[src/rtl/multiword_add_sequencer_pkg.sv]
// rtl/multiword_add_sequencer_pkg.sv - shared types, sizing helpers and defaults for the multiword adder
package multiword_add_sequencer_pkg;

  // Sequencer phases: waiting for a job, stepping slices, holding the result
  typedef enum logic [1:0] {
    IDLE = 2'd0,
    RUN  = 2'd1,
    DONE = 2'd2
  } state_t;

  localparam int DEFAULT_DATA_WIDTH  = 32;
  localparam int DEFAULT_SLICE_WIDTH = 8;

  // Number of slice steps needed to cover the full operand
  function automatic int nslice(input int data_width, input int slice_width);
    return data_width / slice_width;
  endfunction

  // Slice counter width; a single-slice job still needs a 1-bit counter
  function automatic int cnt_width(input int n);
    return (n > 1) ? $clog2(n) : 1;
  endfunction

  // Operands must split into whole slices
  function automatic bit width_ok(input int data_width, input int slice_width);
    return (slice_width >= 1) && (slice_width <= data_width) &&
           ((data_width % slice_width) == 0);
  endfunction

  localparam int DEFAULT_NSLICE = nslice(DEFAULT_DATA_WIDTH, DEFAULT_SLICE_WIDTH);

endpackage

[src/rtl/ripple_carry_adder.sv]
// rtl/ripple_carry_adder.sv - narrow combinational adder slice with carry-out and carry into MSB
module ripple_carry_adder #(
  parameter int data_width = 8
) (
  input  logic [data_width-1:0] a,
  input  logic [data_width-1:0] b,
  input  logic                  cin,
  output logic [data_width-1:0] sum,
  output logic                  cout,
  output logic                  carry_msb
);

  logic [data_width:0] total;

  // Full add of the slice; the extra top bit is the carry out
  always_comb begin
    total     = {1'b0, a} + {1'b0, b} + {{data_width{1'b0}}, cin};
    sum       = total[data_width-1:0];
    cout      = total[data_width];
    // The carry that entered the MSB is recovered from that bit's sum
    carry_msb = a[data_width-1] ^ b[data_width-1] ^ total[data_width-1];
  end

endmodule

[src/rtl/multiword_add_sequencer.sv]
// rtl/multiword_add_sequencer.sv - wide add through one narrow slice per clock; MWADD_SUB_EN adds a subtract input
module multiword_add_sequencer
  import multiword_add_sequencer_pkg::*;
#(
  parameter int DATA_WIDTH  = DEFAULT_DATA_WIDTH,
  parameter int SLICE_WIDTH = DEFAULT_SLICE_WIDTH
) (
  input  logic                  clk,
  input  logic                  rst,
  input  logic                  in_valid,
  output logic                  in_ready,
  input  logic [DATA_WIDTH-1:0] x,
  input  logic [DATA_WIDTH-1:0] y,
  input  logic                  cin,
`ifdef MWADD_SUB_EN
  input  logic                  sub,
`endif
  output logic                  out_valid,
  input  logic                  out_ready,
  output logic [DATA_WIDTH-1:0] sum,
  output logic                  cout,
  output logic                  ovf
);

  localparam int NSLICE = nslice(DATA_WIDTH, SLICE_WIDTH);
  localparam int CW     = cnt_width(NSLICE);

  if (!width_ok(DATA_WIDTH, SLICE_WIDTH)) begin : g_width_check
    $error("DATA_WIDTH must be a whole multiple of SLICE_WIDTH");
  end

  state_t                  state;
  logic [DATA_WIDTH-1:0]   x_reg;
  logic [DATA_WIDTH-1:0]   y_reg;
  logic                    carry;
  logic [CW-1:0]           cnt;

  logic [DATA_WIDTH-1:0]   eff_y;
  logic                    eff_cin;
  logic [SLICE_WIDTH-1:0]  slice_a;
  logic [SLICE_WIDTH-1:0]  slice_b;
  logic [SLICE_WIDTH-1:0]  slice_sum;
  logic                    slice_cout;
  logic                    slice_c_msb;
  logic                    last;

`ifdef MWADD_SUB_EN
  // Subtract is x + ~y + 1; cin is ignored in that mode
  assign eff_y   = sub ? ~y : y;
  assign eff_cin = sub ? 1'b1 : cin;
`else
  assign eff_y   = y;
  assign eff_cin = cin;
`endif

  assign last = (cnt == CW'(NSLICE - 1));

  // Select the operand slice addressed by the slice counter
  always_comb begin
    slice_a = '0;
    slice_b = '0;
    for (int k = 0; k < NSLICE; k++) begin
      if (cnt == CW'(k)) begin
        slice_a = x_reg[k*SLICE_WIDTH +: SLICE_WIDTH];
        slice_b = y_reg[k*SLICE_WIDTH +: SLICE_WIDTH];
      end
    end
  end

  ripple_carry_adder #(
    .data_width(SLICE_WIDTH)
  ) u_slice_adder (
    .a        (slice_a),
    .b        (slice_b),
    .cin      (carry),
    .sum      (slice_sum),
    .cout     (slice_cout),
    .carry_msb(slice_c_msb)
  );

  // Job FSM: latch operands, step one slice per clock, hold result until taken
  always_ff @(posedge clk) begin
    if (rst) begin
      state     <= IDLE;
      in_ready  <= 1'b1;
      out_valid <= 1'b0;
      x_reg     <= '0;
      y_reg     <= '0;
      carry     <= 1'b0;
      cnt       <= '0;
      sum       <= '0;
      cout      <= 1'b0;
      ovf       <= 1'b0;
    end else begin
      case (state)
        IDLE: begin
          if (in_valid) begin
            x_reg    <= x;
            y_reg    <= eff_y;
            carry    <= eff_cin;
            cnt      <= '0;
            in_ready <= 1'b0;
            state    <= RUN;
          end
        end
        RUN: begin
          for (int k = 0; k < NSLICE; k++) begin
            if (cnt == CW'(k)) begin
              sum[k*SLICE_WIDTH +: SLICE_WIDTH] <= slice_sum;
            end
          end
          carry <= slice_cout;
          if (last) begin
            cout      <= slice_cout;
            ovf       <= slice_cout ^ slice_c_msb;
            out_valid <= 1'b1;
            state     <= DONE;
          end else begin
            cnt <= cnt + 1'b1;
          end
        end
        DONE: begin
          // in_ready rises only after the result handshake, so jobs never overlap
          if (out_ready) begin
            out_valid <= 1'b0;
            in_ready  <= 1'b1;
            state     <= IDLE;
          end
        end
        default: begin
          state     <= IDLE;
          in_ready  <= 1'b1;
          out_valid <= 1'b0;
        end
      endcase
    end
  end

endmodule

[config.mk]
export PLATFORM = sky130hd
export DESIGN_NAME = multiword_add_sequencer
export DESIGN_NICKNAME = d
export VERILOG_FILES = /design/src/rtl/multiword_add_sequencer_pkg.sv /design/src/rtl/ripple_carry_adder.sv /design/src/rtl/multiword_add_sequencer.sv
export SDC_FILE = /design/constraint.sdc
export NUM_CORES = 1
export LEC_CHECK = 0
export ABC_AREA = 0
export CAP_MARGIN = 20
export CELL_PAD_IN_SITES_DETAIL_PLACEMENT = 1
export CELL_PAD_IN_SITES_GLOBAL_PLACEMENT = 1
export CORE_ASPECT_RATIO = 0.8
export CORE_UTILIZATION = 39
export DETAILED_ROUTE_END_ITERATION = 16
export PLACE_DENSITY_LB_ADDON = 0.05
export SETUP_SLACK_MARGIN = 0.15
export SLEW_MARGIN = 15
export SYNTH_ARGS = -nofsm -noshare
export SYNTH_HDL_FRONTEND = slang
export SYNTH_SLANG_ARGS = --single-unit
export TNS_END_PERCENT = 5
[constraint.sdc]
create_clock -name clk -period 6.45 [get_ports clk]
set_clock_uncertainty 0.2 [all_clocks]
set_input_delay 1.29 -clock clk [delete_from_list [all_inputs] [get_ports clk]]
set_output_delay 1.29 -clock clk [all_outputs]
set_load 0.1 [all_outputs]
## Yosys cells after proc, flatten, opt, wreduce, memory -nomap -nowiden

Cells that the tools add are included.

| word-level totals | value |
|---|---|
| output and inout bits | 36 |
| word-level logic and storage cells | 66 |
| flip-flop bits (word level) | 105 |
| bits of input ports | 69 |

| cells by class | value |
|---|---|
| reduce and logical (&&, ||, !) cells | 13 |
| muxes and demuxes | 23 |
| bitwise gates (word level) | 5 |
| add/subtract/negate cells | 3 |
| equal/unequal tests | 9 |

Operators by type and width:

| operator | number |
|---|---|
| 8-bit 2-to-1 mux | 8 |
| 2-bit AND reduction | 6 |
| 3-bit AND reduction | 4 |
| 2-bit 2-to-1 mux | 5 |
| 8-bit by 8-bit adder with 9-bit output | 1 |
| 9-bit by 1-bit adder with 9-bit output | 1 |
| 2-bit != test (second input constant) | 4 |
| 2-bit == test (second input constant) | 3 |
| 1-bit one-hot mux with 3 select lines | 2 |
| 2-bit one-hot mux with 3 select lines | 1 |
| 1-bit 2-to-1 mux | 5 |
| 2-bit by 1-bit == test with 1-bit output (second input constant) | 2 |
| 2-bit logical NOT | 2 |
| 2-bit one-hot mux with 2 select lines | 1 |
| 1-bit XOR | 3 |
| 2-bit by 1-bit adder with 2-bit output (second input constant) | 1 |
| 1-bit NOT | 2 |
| 1-bit one-hot mux with 2 select lines | 1 |
| 2-bit nonzero test | 1 |

## Depth between registers and ports, before layout

| depth | value |
|---|---|
| word-level depth | 9 |
| gate-level depth with buffers | 15 |
| mapped depth without buffers | 14 |

## Modules after synthesis

From an unflattened synthesis, not the netlist that was laid out.

| unflattened totals | value |
|---|---|
| cell total of the unflattened synthesis | 596 |
| area, all modules | 4765.8 sq um |

Modules (own cells, without submodules):

| module | seq. area each (sq um) | times used | cells each | area each (sq um) |
|---|---|---|---|---|
| multiword_add_sequencer | 2102.0 | 1 | 553 | 4401.7 |
| ripple_carry_adder | 0.0 | 1 | 43 | 364.1 |

## Worst setup path before layout

No wires, ideal clock.

| timing | value |
|---|---|
| kind | register to register |
| start | register cnt[1] |
| end | register carry |
| stages on the path, launching flop included | 15 |
| buffers on the path | 1 |
| period minus slack after synthesis | 3.262 ns |
| setup time | 0.112 ns |
| path slack | 3.188 ns |
| data arrival time | 2.949 ns |
| required time | 6.138 ns |
| path through | dfxtp_1 -> inv_1 -> ha_1 -> clkbuf_1 -> nand3b_1 -> a21oi_1 -> a21oi_1 -> nor2_1 -> a21oi_1 -> fa_1 -> fa_1 -> nand2b_1 -> a21oi_2 -> a41oi_2 -> a2111oi_1 |

| on the way | value |
|---|---|
| cells in the longest elaborated chain, start to end | 8 |
| elaborated cells between the ends (all ways) | 15 |
| classes of those cells | 2 x add/sub; 3 x eq/ne; 9 x mux; 1 x reduce/logical |

Ends and longest elaborated chain:

| element | RTL line | source |
|---|---|---|
| start, declared | multiword_add_sequencer.sv:36 | `logic [CW-1:0] cnt;` |
| start signal, assigned | multiword_add_sequencer.sv:119 | `cnt <= cnt + 1'b1;` |
| 2-bit logical NOT | multiword_add_sequencer.sv:63 | `if (cnt == CW'(k)) begin` |
| 8-bit 2-to-1 mux (4 in series) | multiword_add_sequencer.sv:63 |  |
| 8-bit by 8-bit adder with 9-bit output (*) | ripple_carry_adder.sv:17 | `total = {1'b0, a} + {1'b0, b} + {{data_width{1'b0}}, cin};` |
| 9-bit by 1-bit adder with 9-bit output (*) | ripple_carry_adder.sv:17 |  |
| 1-bit one-hot mux with 2 select lines (*) | multiword_add_sequencer.sv:95 | `case (state)` |
| end signal, assigned | multiword_add_sequencer.sv:100 | `carry <= eff_cin;` |
| end signal, assigned | multiword_add_sequencer.sv:112 | `carry <= slice_cout;` |
| end, declared | multiword_add_sequencer.sv:35 | `logic carry;` |

Every way passes the cells marked *; elsewhere a longest branch is shown, timed or not.
A chain may end at the register's enable or synchronous reset.

## Worst setup path in the final report

Ends and elaborated chain as after synthesis.

==> out/qor.csv <==
stage,metric,value,unit
cts,htree_levels,3,
route,postRouteAntennaNets,0,
route,vias,4411,
global_routing,grt_pass1_wl,22.1,mm
die,die_x,124,microns
power_and_ir_drop,p_int,1.12,mW
synth,synth_simple_gate_area_share,25.1,%
die,die_area,0.0124,sq mm
place,place_hpwl,9.54,mm
die,num_rows,35,
synth,ys_ff_latch,105,
synth,yosysWarningCount,0,
synth,yosys.area.top_type,dfxtp_1,
global_routing,first_global_vias,4367,
power_and_ir_drop,seqPwrFrac,45.5,%
power_and_ir_drop,power,1.53,mW
timing,finalSetupViolCount,0,
synth,ys_types,39,
timing,slew_violations,0,
final_layout,area_growth,30.5,%
cts,cts_hold_buf,0,
cts,cts_resized,0,
power_and_ir_drop,leakage,2.18,nW
synth,syn_inst,604,
die,initial_core_util,40.3,%
setup_path,cpMaxStageDelayCell,ha_1,
timing,timing.setup.tns,0,ns
setup_path,path_buf_inv,1,
global_routing,grt_overflow_total,0,
timing,min_period,3.95,ns
timing,hold_viol,0,
synth,synthMuxAreaShare,0.214,%
setup_path,crit_chain,inv_1 > ha_1 > nand2_1 > a21oi_1 > a21oi_1 > nor2_1 > a21oi_1 > fa_1 > fa_1 > nand2b_1 > a21oi_2 > a41oi_2 > a2111oi_1,
setup_path,critPathKind,register to register,
setup_path,crit_path_end_kind,register,
setup_path,critPathMaxFanout,34,
setup_path,critPathArrivalTime,3.98,ns
place,numPortBuffers,104,
cts,cts.clk_slew.worst_paths,0.07,ns
cts,clockBufferDepth,2,
power_and_ir_drop,vdd_drop_max,0.146,mV
final_layout,drive_gt1_share,4.69,%
die,core_area,0.0116,sq mm
final_layout,nNetsFinal,761,
global_routing,antenna_found_initial,0,
cts,cts_made_buffers,9,
global_routing,grt_start_max_net_pins,118,
cts,clk_latency,0.35,ns
synth,synth_fp_nets,686,
power_and_ir_drop,clkPwrFrac,37.4,%
synth,synth_area_per_cell,7.75,sq um
route,drt_wl_total,13.7,mm
route,remaining_drc_errors,0,
route,drt_iter0_markers,182,
global_routing,gr-usage-all-layers,22.5,%
cts,clock_sinks,105,
setup_path,cp.required,6.48,ns
place,globalplace.congestion,0.785,
run,cap_violations,0,
final_layout,insertedDiodeCount,0,
status,status,"finished, final reports clean",
route,firstDrtPassIters,4,
timing,rsz0062_at_grt,false,
synth,synth.area.top_cells,"dfxtp_1, nand2_1, a21oi_1",
synth,synth_compound_area_share,20.6,%
synth,ys_seq_area_share,44.9,%
timing,tightest_slew,0.987,ns
cts,post-cts-setup-buffers,0,
timing,clock.fmax,253,MHz
synth,synth_xor_area_share,1.10,%
final_layout,fill_cells,1396,
timing,max_slew_margin,34.0,%
power_and_ir_drop,switching_share,27.1,%
setup_path,cpMostUsedCell,a21oi_1,
setup_path,crit_family,adder cells,
die,pin_count,105,
cts,cts_tree,done,
synth,synthAdderAreaFrac,3.80,%
die,fp.dieH,100,microns
setup_path,cp_slowest_stage_delay,0.80,ns
synth,synth_top_family_by_area,simple AND/OR/NAND/NOR gates,
cts,clockRootBuffer,clkbuf_16,
power_and_ir_drop,p_per_area,251,mW/mm^2
power_and_ir_drop,p_sw,416,uW
route,routedWlPerCell,16.5,microns
synth,netlist_area,0.00468,sq mm
setup_path,start_kind,register,
synth,synth_top_area_share,44.9,%
hold_path,hp-class,register to register,
route,avgViaCountPerCell,5.31,
power_and_ir_drop,combPwrFrac,17.1,%
timing,fin_crit_sh,61.2,%
-- metrics by stage --
stage	utilization [%]	worst slack [ns]	std cells	cell area, sq um	hold slack, ns
after floorplan	-	3.19	604	4680	0.236
after global placement	49.4	2.73	814	5740	0.244
after detailed placement	49.5	2.53	814	5740	0.250
after CTS	52.2	2.47	829	6060	0.260
after global routing	52.6	2.15	831	6100	0.274
final	52.6	2.50	831	6100	0.255
-- per-layer routing --
metal | part of all wire, % | up-vias | global-route usage, %
met5 | 0 | - | 0
met4 | 0.59 | 0 | 5.65
met3 | 4.5 | 7 | 4.42
met2 | 47 | 102 | 37.0
met1 | 48 | 2118 | 30.3
li1 | - | 2184 | -
-- cell type report --
cell class / instances / area, sq um / area share [%]
timing repair buffer: 108 / 1100 / 18.0
clock buffer: 13 / 280 / 4.59
multi-input combinational: 451 / 2380 / 39.1
tap: 148 / 185 / 3.03
sequential: 105 / 2100 / 34.4
clock inverter: 2 / 35.0 / 0.574
inverter: 4 / 15.0 / 0.246
-- placed cells by master (no fill, tap or decap), types with 2 or more instances in the layout --
master / netlist / final
o31ai_1: 6 / 6
nor2_1: 27 / 27
clkdlybuf4s50_1: 0 / 103
nand2_1: 183 / 182
a21oi_1: 112 / 112
fa_1: 2 / 2
nor3_1: 8 / 8
buf_4: 0 / 3
xnor2_1: 2 / 2
o311ai_1: 4 / 4
xor2_1: 2 / 2
inv_1: 4 / 4
a211oi_1: 9 / 9
o21ai_1: 15 / 15
clkbuf_8: 0 / 4
ha_1: 11 / 11
and2_1: 5 / 4
nor2b_1: 2 / 2
clkbuf_16: 0 / 9
a21o_1: 5 / 5
a211oi_2: 4 / 4
dfxtp_1: 105 / 105
nand2b_1: 9 / 9
nand3b_1: 29 / 29
-- worst register-to-register path, stage by stage (launching register included) --
cell,delay (ns)
dfxtp_1,0.35
inv_1,0.09
ha_1,0.80
nand2_1,0.17
a21oi_1,0.16
a21oi_1,0.06
nor2_1,0.11
a21oi_1,0.07
fa_1,0.42
fa_1,0.41
nand2b_1,0.17
a21oi_2,0.22
a41oi_2,0.20
a2111oi_1,0.41
-- synth_stat cells --
cell	number
nor2b_1	2
nor2_1	27
a22oi_1	1
o211ai_1	1
a21oi_1	112
inv_1	4
xor2_1	2
ha_1	11
o311ai_1	4
a211oi_1	9
a21o_1	5
buf_2	16
a41oi_2	1
a21oi_2	1
nand4b_1	1
nand2_1	183
o21ai_1	15
a221o_1	1
a31o_2	1
nand2b_1	9
o31ai_1	6
fa_1	2
a2111oi_1	1
xnor2_1	2
a211o_1	1
a21boi_2	1
buf_1	1
a211oi_2	4
mux2i_1	1
nor2_2	1
nand3b_1	29
o21ai_0	1
clkbuf_1	27
xnor2_2	1
dfxtp_1	105
or3_1	1
nand3_1	1
and2_1	5
nor3_1	8
-- power groups by stage --
stage                     logic [mW]  clock network [mW]  registers [mW]
after global placement         0.253                   0           0.712
final                          0.263               0.574           0.698
after global routing           0.285               0.612           0.701
after CTS                      0.262               0.584           0.698
after floorplan                0.125                   0           0.751
after detailed placement       0.261                   0           0.712
-- logic make-up (layout without fill, tap and decap cells) --
group | after synthesis | after routing
mux | 1 | 1
fa+ha+maj | 13 | 13
compound gates | 165 | 165
buf+inv | 48 | 127
xor+xnor | 5 | 5
flops | 105 | 105
simple gates | 267 | 267
-- final timing paths --
check,slack (ns),cells after the start,to,start
max reg2reg,2.50,13,carry,cnt[1]
min reg2reg,0.26,2,y_reg[3],y_reg[3]
max,2.50,13,carry,cnt[1]
min,0.26,2,y_reg[3],y_reg[3]
Power figures use the tool's default switching activity.
